[src/rtl/main_function_driver_if.sv]
// main_function_driver_if
//   Bundles the three handshake groups around main_function_driver:
//     req_*  : operand request (valid/ready), system front end -> driver
//     fn_*   : enable/finish link, driver <-> main_function
//     rsp_*  : result response (valid/ready), driver -> consumer
//   modport slave  : the driver itself
//   modport master : the environment (front end, main_function, consumer)
interface main_function_driver_if #(
  parameter int CYCLE_WIDTH = 16
);
  logic                   req_valid;
  logic                   req_ready;
  logic [7:0]             req_a;
  logic [7:0]             req_b;

  logic                   fn_enable;
  logic [7:0]             fn_a;
  logic [7:0]             fn_b;
  logic                   fn_finish;
  logic [23:0]            fn_result;

  logic                   rsp_valid;
  logic                   rsp_ready;
  logic [23:0]            rsp_result;
  logic [CYCLE_WIDTH-1:0] rsp_cycles;
  logic                   rsp_error;

  modport slave (
    input  req_valid, req_a, req_b,
    output req_ready,
    output fn_enable, fn_a, fn_b,
    input  fn_finish, fn_result,
    output rsp_valid, rsp_result, rsp_cycles, rsp_error,
    input  rsp_ready
  );

  modport master (
    output req_valid, req_a, req_b,
    input  req_ready,
    input  fn_enable, fn_a, fn_b,
    output fn_finish, fn_result,
    input  rsp_valid, rsp_result, rsp_cycles, rsp_error,
    output rsp_ready
  );
endinterface

[src/rtl/main_function_driver.sv]
// main_function_driver
//   Initiator for one main_function instance. Accepts an operand pair,
//   fires a one-cycle fn_enable, holds fn_a/fn_b, waits for fn_finish
//   (or a watchdog timeout), then presents result + latency on rsp_*.
// Ports:
//   clock, reset : single clock, asynchronous active-high reset
//   bus          : main_function_driver_if.slave (req_*, fn_*, rsp_*)
// Parameters:
//   CYCLE_WIDTH  : latency counter / rsp_cycles width
//   TIMEOUT      : WAIT edges before abort, 1 <= TIMEOUT < 2**CYCLE_WIDTH
// All outputs are registered. rsp_valid is registered from the HOLD state,
// so it rises one edge after HOLD is entered; response fields are already
// stable by then.
module main_function_driver #(
  parameter int CYCLE_WIDTH = 16,
  parameter int TIMEOUT     = 1023
) (
  input  logic                  clock,
  input  logic                  reset,
  main_function_driver_if.slave bus
);
  typedef enum logic [1:0] {IDLE, START, WAIT, HOLD} state_e;

  localparam logic [CYCLE_WIDTH-1:0] TIMEOUT_C = CYCLE_WIDTH'(TIMEOUT);

  state_e                 state_q, state_d;
  logic [CYCLE_WIDTH-1:0] cnt_q, cnt_d, cnt_inc;
  logic [7:0]             fn_a_q, fn_a_d;
  logic [7:0]             fn_b_q, fn_b_d;
  logic                   fn_enable_q, fn_enable_d;
  logic                   req_ready_q, req_ready_d;
  logic                   rsp_valid_q, rsp_valid_d;
  logic [23:0]            rsp_result_q, rsp_result_d;
  logic [CYCLE_WIDTH-1:0] rsp_cycles_q, rsp_cycles_d;
  logic                   rsp_error_q, rsp_error_d;

  // Counter never passes TIMEOUT, so this cannot wrap.
  assign cnt_inc = cnt_q + 1'b1;

  always_comb begin
    state_d      = state_q;
    cnt_d        = cnt_q;
    fn_a_d       = fn_a_q;
    fn_b_d       = fn_b_q;
    rsp_result_d = rsp_result_q;
    rsp_cycles_d = rsp_cycles_q;
    rsp_error_d  = rsp_error_q;

    case (state_q)
      IDLE: begin
        if (bus.req_valid) begin
          fn_a_d  = bus.req_a;
          fn_b_d  = bus.req_b;
          cnt_d   = '0;
          state_d = START;
        end
      end
      START: state_d = WAIT;  // fn_finish deliberately ignored here
      WAIT: begin
        cnt_d = cnt_inc;
        // Finish has priority over a timeout landing on the same edge.
        if (bus.fn_finish) begin
          rsp_result_d = bus.fn_result;
          rsp_cycles_d = cnt_inc;
          rsp_error_d  = 1'b0;
          state_d      = HOLD;
        end else if (cnt_inc == TIMEOUT_C) begin
          rsp_result_d = '0;
          rsp_cycles_d = TIMEOUT_C;
          rsp_error_d  = 1'b1;
          state_d      = HOLD;
        end
      end
      HOLD: begin
        if (rsp_valid_q && bus.rsp_ready) state_d = IDLE;
      end
      default: state_d = IDLE;
    endcase

    // Registered outputs derived from the next state.
    req_ready_d = (state_d == IDLE);
    fn_enable_d = (state_d == START);
    // Valid only after a full cycle in HOLD; drops on the consuming edge.
    rsp_valid_d = (state_q == HOLD) && (state_d == HOLD);
  end

  always_ff @(posedge clock or posedge reset) begin
    if (reset) begin
      state_q      <= IDLE;
      cnt_q        <= '0;
      fn_a_q       <= '0;
      fn_b_q       <= '0;
      fn_enable_q  <= 1'b0;
      req_ready_q  <= 1'b1;
      rsp_valid_q  <= 1'b0;
      rsp_result_q <= '0;
      rsp_cycles_q <= '0;
      rsp_error_q  <= 1'b0;
    end else begin
      state_q      <= state_d;
      cnt_q        <= cnt_d;
      fn_a_q       <= fn_a_d;
      fn_b_q       <= fn_b_d;
      fn_enable_q  <= fn_enable_d;
      req_ready_q  <= req_ready_d;
      rsp_valid_q  <= rsp_valid_d;
      rsp_result_q <= rsp_result_d;
      rsp_cycles_q <= rsp_cycles_d;
      rsp_error_q  <= rsp_error_d;
    end
  end

  assign bus.req_ready  = req_ready_q;
  assign bus.fn_enable  = fn_enable_q;
  assign bus.fn_a       = fn_a_q;
  assign bus.fn_b       = fn_b_q;
  assign bus.rsp_valid  = rsp_valid_q;
  assign bus.rsp_result = rsp_result_q;
  assign bus.rsp_cycles = rsp_cycles_q;
  assign bus.rsp_error  = rsp_error_q;
endmodule
[src/flat_wrapper.sv]
// flat-port wrapper written by rule: the top's interface ports become plain ports
module main_function_driver_flat 
#(
  parameter int CYCLE_WIDTH = 16,
  parameter int TIMEOUT     = 1023
)
  (clock, reset, bus_req_valid, bus_req_a, bus_req_b, bus_req_ready, bus_fn_enable, bus_fn_a, bus_fn_b, bus_fn_finish, bus_fn_result, bus_rsp_valid, bus_rsp_result, bus_rsp_cycles, bus_rsp_error, bus_rsp_ready);
  main_function_driver_if #(.CYCLE_WIDTH(CYCLE_WIDTH)) bus_i ();
  input  logic clock;
  input  logic reset;
  input wire logic [$bits(bus_i.req_valid)-1:0] bus_req_valid;
  input wire logic [$bits(bus_i.req_a)-1:0] bus_req_a;
  input wire logic [$bits(bus_i.req_b)-1:0] bus_req_b;
  output wire logic [$bits(bus_i.req_ready)-1:0] bus_req_ready;
  output wire logic [$bits(bus_i.fn_enable)-1:0] bus_fn_enable;
  output wire logic [$bits(bus_i.fn_a)-1:0] bus_fn_a;
  output wire logic [$bits(bus_i.fn_b)-1:0] bus_fn_b;
  input wire logic [$bits(bus_i.fn_finish)-1:0] bus_fn_finish;
  input wire logic [$bits(bus_i.fn_result)-1:0] bus_fn_result;
  output wire logic [$bits(bus_i.rsp_valid)-1:0] bus_rsp_valid;
  output wire logic [$bits(bus_i.rsp_result)-1:0] bus_rsp_result;
  output wire logic [$bits(bus_i.rsp_cycles)-1:0] bus_rsp_cycles;
  output wire logic [$bits(bus_i.rsp_error)-1:0] bus_rsp_error;
  input wire logic [$bits(bus_i.rsp_ready)-1:0] bus_rsp_ready;
  assign bus_i.req_valid = bus_req_valid;
  assign bus_i.req_a = bus_req_a;
  assign bus_i.req_b = bus_req_b;
  assign bus_req_ready = bus_i.req_ready;
  assign bus_fn_enable = bus_i.fn_enable;
  assign bus_fn_a = bus_i.fn_a;
  assign bus_fn_b = bus_i.fn_b;
  assign bus_i.fn_finish = bus_fn_finish;
  assign bus_i.fn_result = bus_fn_result;
  assign bus_rsp_valid = bus_i.rsp_valid;
  assign bus_rsp_result = bus_i.rsp_result;
  assign bus_rsp_cycles = bus_i.rsp_cycles;
  assign bus_rsp_error = bus_i.rsp_error;
  assign bus_i.rsp_ready = bus_rsp_ready;
  main_function_driver #(.CYCLE_WIDTH(CYCLE_WIDTH), .TIMEOUT(TIMEOUT)) u_core (.clock(clock), .reset(reset), .bus(bus_i));
endmodule
[config.mk]
export PLATFORM = sky130hd
export DESIGN_NAME = main_function_driver_flat
export DESIGN_NICKNAME = d
export VERILOG_FILES = /design/src/rtl/main_function_driver_if.sv /design/src/rtl/main_function_driver.sv /design/src/flat_wrapper.sv
export SDC_FILE = /design/constraint.sdc
export NUM_CORES = 1
export LEC_CHECK = 0
export BUFFER_PORTS_ARGS = -buffer_cell sky130_fd_sc_hd__clkbuf_2
export CAP_MARGIN = 30
export CORE_MARGIN = 2
export CORE_UTILIZATION = 30
export DETAILED_ROUTE_END_ITERATION = 6
export PLACE_DENSITY = 0.55
export SLEW_MARGIN = 20
export SYNTH_ARGS = -nofsm -noshare
export SYNTH_HDL_FRONTEND = slang
export SYNTH_SLANG_ARGS = --single-unit
[constraint.sdc]
create_clock -name clock -period 3 [get_ports clock]
set_input_delay 0.15 -clock clock [delete_from_list [all_inputs] [get_ports clock]]
set_output_delay 0.15 -clock clock [all_outputs]
set_load 0.01 [all_outputs]
==> PnR_summary.wiki <==
{| class="wikitable"
! Metric !! Value
|-
| Run status || completed
|-
| Number of standard cells after synthesis || 343
|-
| Number of CTS-inserted buffers || 9
|-
| Via count of the first global-routing pass || 2,846
|-
| Total congestion overflow || 0
|-
| Startpoint Class || flop
|-
| Worst-path maximum fanout || 28
|-
| Syn-to-layout area delta || 27.8%
|-
| Number of flops mapped to enable cells by yosys || 0
|-
| Die area || 12,400 sq um
|-
| Reg-to-reg endpoint || u_core.bus.rsp_cycles[14]
|-
| Number of warnings printed during yosys synthesis || 0
|-
| Number of buffers between clock root and the deepest sink || 2
|-
| Endpoint, Worst Hold || u_core.bus.rsp_result[2]
|-
| Sequential-to-total area share from yosys stat || 56.4%
|-
| Detailed-route vias per instance || 4.78
|-
| Total routed wirelength || 8.47 mm
|-
| Final net count || 491
|-
| Worst slew margin relative to its limit || 51.3%
|-
| Total negative setup slack || 0 ns
|-
| Standard-cell rows || 39
|-
| Crit Path Class || flop to flop
|-
| Setup repair after global routing missed its margin || no
|-
| Core box area || 11,300 sq um
|-
| Number of buffers inserted by port buffering || 104
|-
| Via count || 2,828
|-
| Worst clock skew || 0.00516 ns
|-
| Antenna Diode Count || 0
|-
| Number of H-tree branching levels || 3
|-
| Initial DRC Count || 155
|-
| Pwr dens || 923 nW/um^2
|-
| Synthesized flop and latch total || 78
|-
| GRT Resource Usage Total || 14.0%
|-
| Hold bufs inserted after CTS || 2
|-
| Final core utilization || 39.1%
|-
| FMAX || 0.359 GHz
|-
| Number of library cell types mapped by synthesis || 39
|-
| Post-DR wirelength/cell || 14.3 um
|-
| Reg-to-reg setup timing slack || 0.21 ns
|-
| CTS clock-pin slew for the worst setup and hold paths || 0.06 ns
|-
| Fin crit share || 92.9%
|-
| Setup crit end kind || flop
|-
| Final-report setup violation count || 0
|-
| Final hold viol count || 0
|-
| Layout cells sized above 1 || 33.4%
|-
| Antenna viol nets, final || 0
|-
| Cell leakage power || 2.07 nW
|-
| # Post-CTS Setup Buffers || 0
|-
| Critical Path AT || 2.99 ns
|-
| Die boundary width || 111 um
|-
| Predominant post-synthesis flop cell || dfrtp_1
|-
| Antenna violations before repair || 0
|-
| Quantity of gates resized following cts || 0
|-
| Worst Hold Depth || 3
|-
| Average cell area after synthesis || 10.1 sq um
|-
| Number of maximum-capacitance violations || 0
|-
| Fin crit period || 2.79 ns
|-
| Worst-skew pair later-pin latency || 0.33 ns
|-
| CTS Root Buffer Type || clkbuf_16
|-
| Share of power burned in combinational logic || 34.2%
|-
| Post-Layout Cell Count || 592
|-
| Fraction of power consumed by the clock network || 24.2%
|-
| First-pass GRT wire length || 14.0 mm
|-
| Netlist area before placement || 3460 sq um
|-
| Largest net degree at the start of global routing || 47
|-
| CTS tree || built
|-
| Starting utilization of the core area || 30.6%
|-
| NetSw || 1.46 mW
|-
| Routability cong. || 0.850
|-
| Number of slew-limit violations in the final report || 0
|-
| Synthesized Nets || 390
|-
| Transition time of the tightest slew-check pin || 0.727 ns
|-
| Path category of the worst min-delay check || input port to flop
|-
| Data required time of the worst path || 3.20 ns
|-
| Hold path startpoint || bus_fn_result[2]
|-
| Cell internal pwr || 2.63 mW
|-
| Placed wire-length estimate after detailed placement || 5.96 mm
|-
| Count of cells along the worst register-to-register path || 8
|-
| Proportion of register bits with asynchronous set or reset after synthesis || 100%
|-
| DRC violations left || 0
|-
| CTS Sinks || 78
|-
| Die outline height || 111 um
|-
| Fillcell total || 1,158
|-
| Worst flop-to-flop path startpoint || u_core.cnt_q[0]
|-
| Switching power share of the total || 35.6%
|-
| Fraction of power consumed by sequential logic || 41.5%
|-
| Pre-Repair DR Iteration Count || 4
|-
| Number of primary I/O pins || 105
|-
| Maximum ir drop on the vdd rail || 423 uV
|-
| DP Cell Count || 574
|}
-- power by group through the flow --
stage          clock network (mW)  registers (mW)  logic (mW)
2_1_floorplan                   0            1.83       0.690
3_3_place_gp                    0            1.70        1.40
3_5_place_dp                    0            1.72        1.42
4_1_cts                      1.02            1.70        1.42
5_1_grt                      1.07            1.75        1.55
6_report                    0.990            1.70        1.40
-- layout make-up --
cell class	count	area, sq um	area share, %
well taps	143	179	4.04
flip-flops and latches	78	1950	44.1
inverters	3	12.5	0.283
multi-input cells	235	1390	31.4
repair buffers	117	623	14.1
clock inverters	3	20.0	0.452
clock buffers	13	250	5.65
-- placed cells by master, fill, tap and decap left out, types with 9 or more instances in the layout --
| cell | instances |
|---|---|
| nand2_1 | 82 |
| nor2_1 | 12 |
| o22ai_1 | 11 |
| o31a_1 | 10 |
| dfrtp_1 | 77 |
| clkbuf_16 | 9 |
| xnor2_1 | 9 |
| o21ai_0 | 16 |
| buf_4 | 11 |
| mux2_2 | 16 |
| o21ai_1 | 24 |
| clkbuf_2 | 104 |
-- logic make-up (layout without fill, tap and decap cells) --
kind of cell	count (synthesis)	in the layout	share of synthesized area, %
compound gates	75	75	13.6
xor+xnor	16	16	4.05
fa+ha+maj	2	2	0.722
buf+inv	30	136	3.65
flops	78	78	56.4
mux	17	17	5.49
simple gates	125	125	16.1
-- per-layer routing --
layer | GRT usage, % | vias to the layer above | wire length [um]
li1 | - | 1383 | -
met4 | 6.17 | 0 | 166
met1 | 17.6 | 1354 | 3700
met5 | 0 | - | 0
met2 | 22.6 | 80 | 4140
met3 | 3.92 | 11 | 477
-- metrics by stage --
stage	hold slack, ns	worst slack (ns)	cell area, sq um	power [mW]
floorplan	0.241	0.519	3460	2.52
global placement	0.160	0.318	4140	3.10
detailed placement	0.167	0.234	4140	3.13
CTS	0.00749	0.216	4430	4.15
global route	0.0255	0.0189	4430	4.36
finish	0.0176	0.214	4430	4.08
-- cells in the mapped netlist (all sizes together), types with 6 or more instances --
cell | number | area, sq um
o22ai | 11 | 68.8
mux2 | 16 | 180
xor2 | 7 | 61.3
nand4 | 6 | 37.5
buf | 7 | 40.0
xnor2 | 9 | 78.8
o21ai | 40 | 200
o31a | 10 | 87.6
nor2 | 13 | 51.3
nand2 | 82 | 308
clkbuf | 20 | 75.1
dfrtp | 77 | 1930
-- critical path, stage by stage (launching register included) --
cell	delay [ns]
dfrtp_1	0.46
ha_1	0.28
nand3_1	0.17
nor2_2	0.23
xnor2_1	0.12
or4_4	0.56
a2111oi_4	0.34
buf_4	0.35
o22ai_1	0.14
-- how the worst max path moves through the flow --
| stage | start | endpoint | slack [ns] | cells past startpoint |
|---|---|---|---|---|
| after global placement | u_core.cnt_q[0] | u_core.bus.rsp_cycles[14] | 0.32 | 8 |
| after global routing | u_core.cnt_q[0] | u_core.bus.rsp_cycles[14] | 0.02 | 8 |
| after floorplan | u_core.cnt_q[0] | u_core.bus.rsp_result[10] | 0.52 | 8 |
| after detailed placement | u_core.cnt_q[0] | u_core.bus.rsp_cycles[14] | 0.23 | 8 |
| after CTS | u_core.cnt_q[0] | u_core.bus.rsp_cycles[14] | 0.22 | 8 |
| final | u_core.cnt_q[0] | u_core.bus.rsp_cycles[14] | 0.21 | 8 |
-- sequential cells by signal (all words and copies together), names as in the netlist --
register	flops
u_core.bus.rsp_result	24
u_core.bus.rsp_cycles	16
u_core.cnt_q	16
u_core.bus.fn_a	8
u_core.bus.fn_b	8
u_core.state_q	2
u_core.bus.fn_enable	1
u_core.bus.req_ready	1
u_core.bus.rsp_error	1
u_core.bus.rsp_valid	1
No activity file was read; power rests on OpenSTA's default activity.
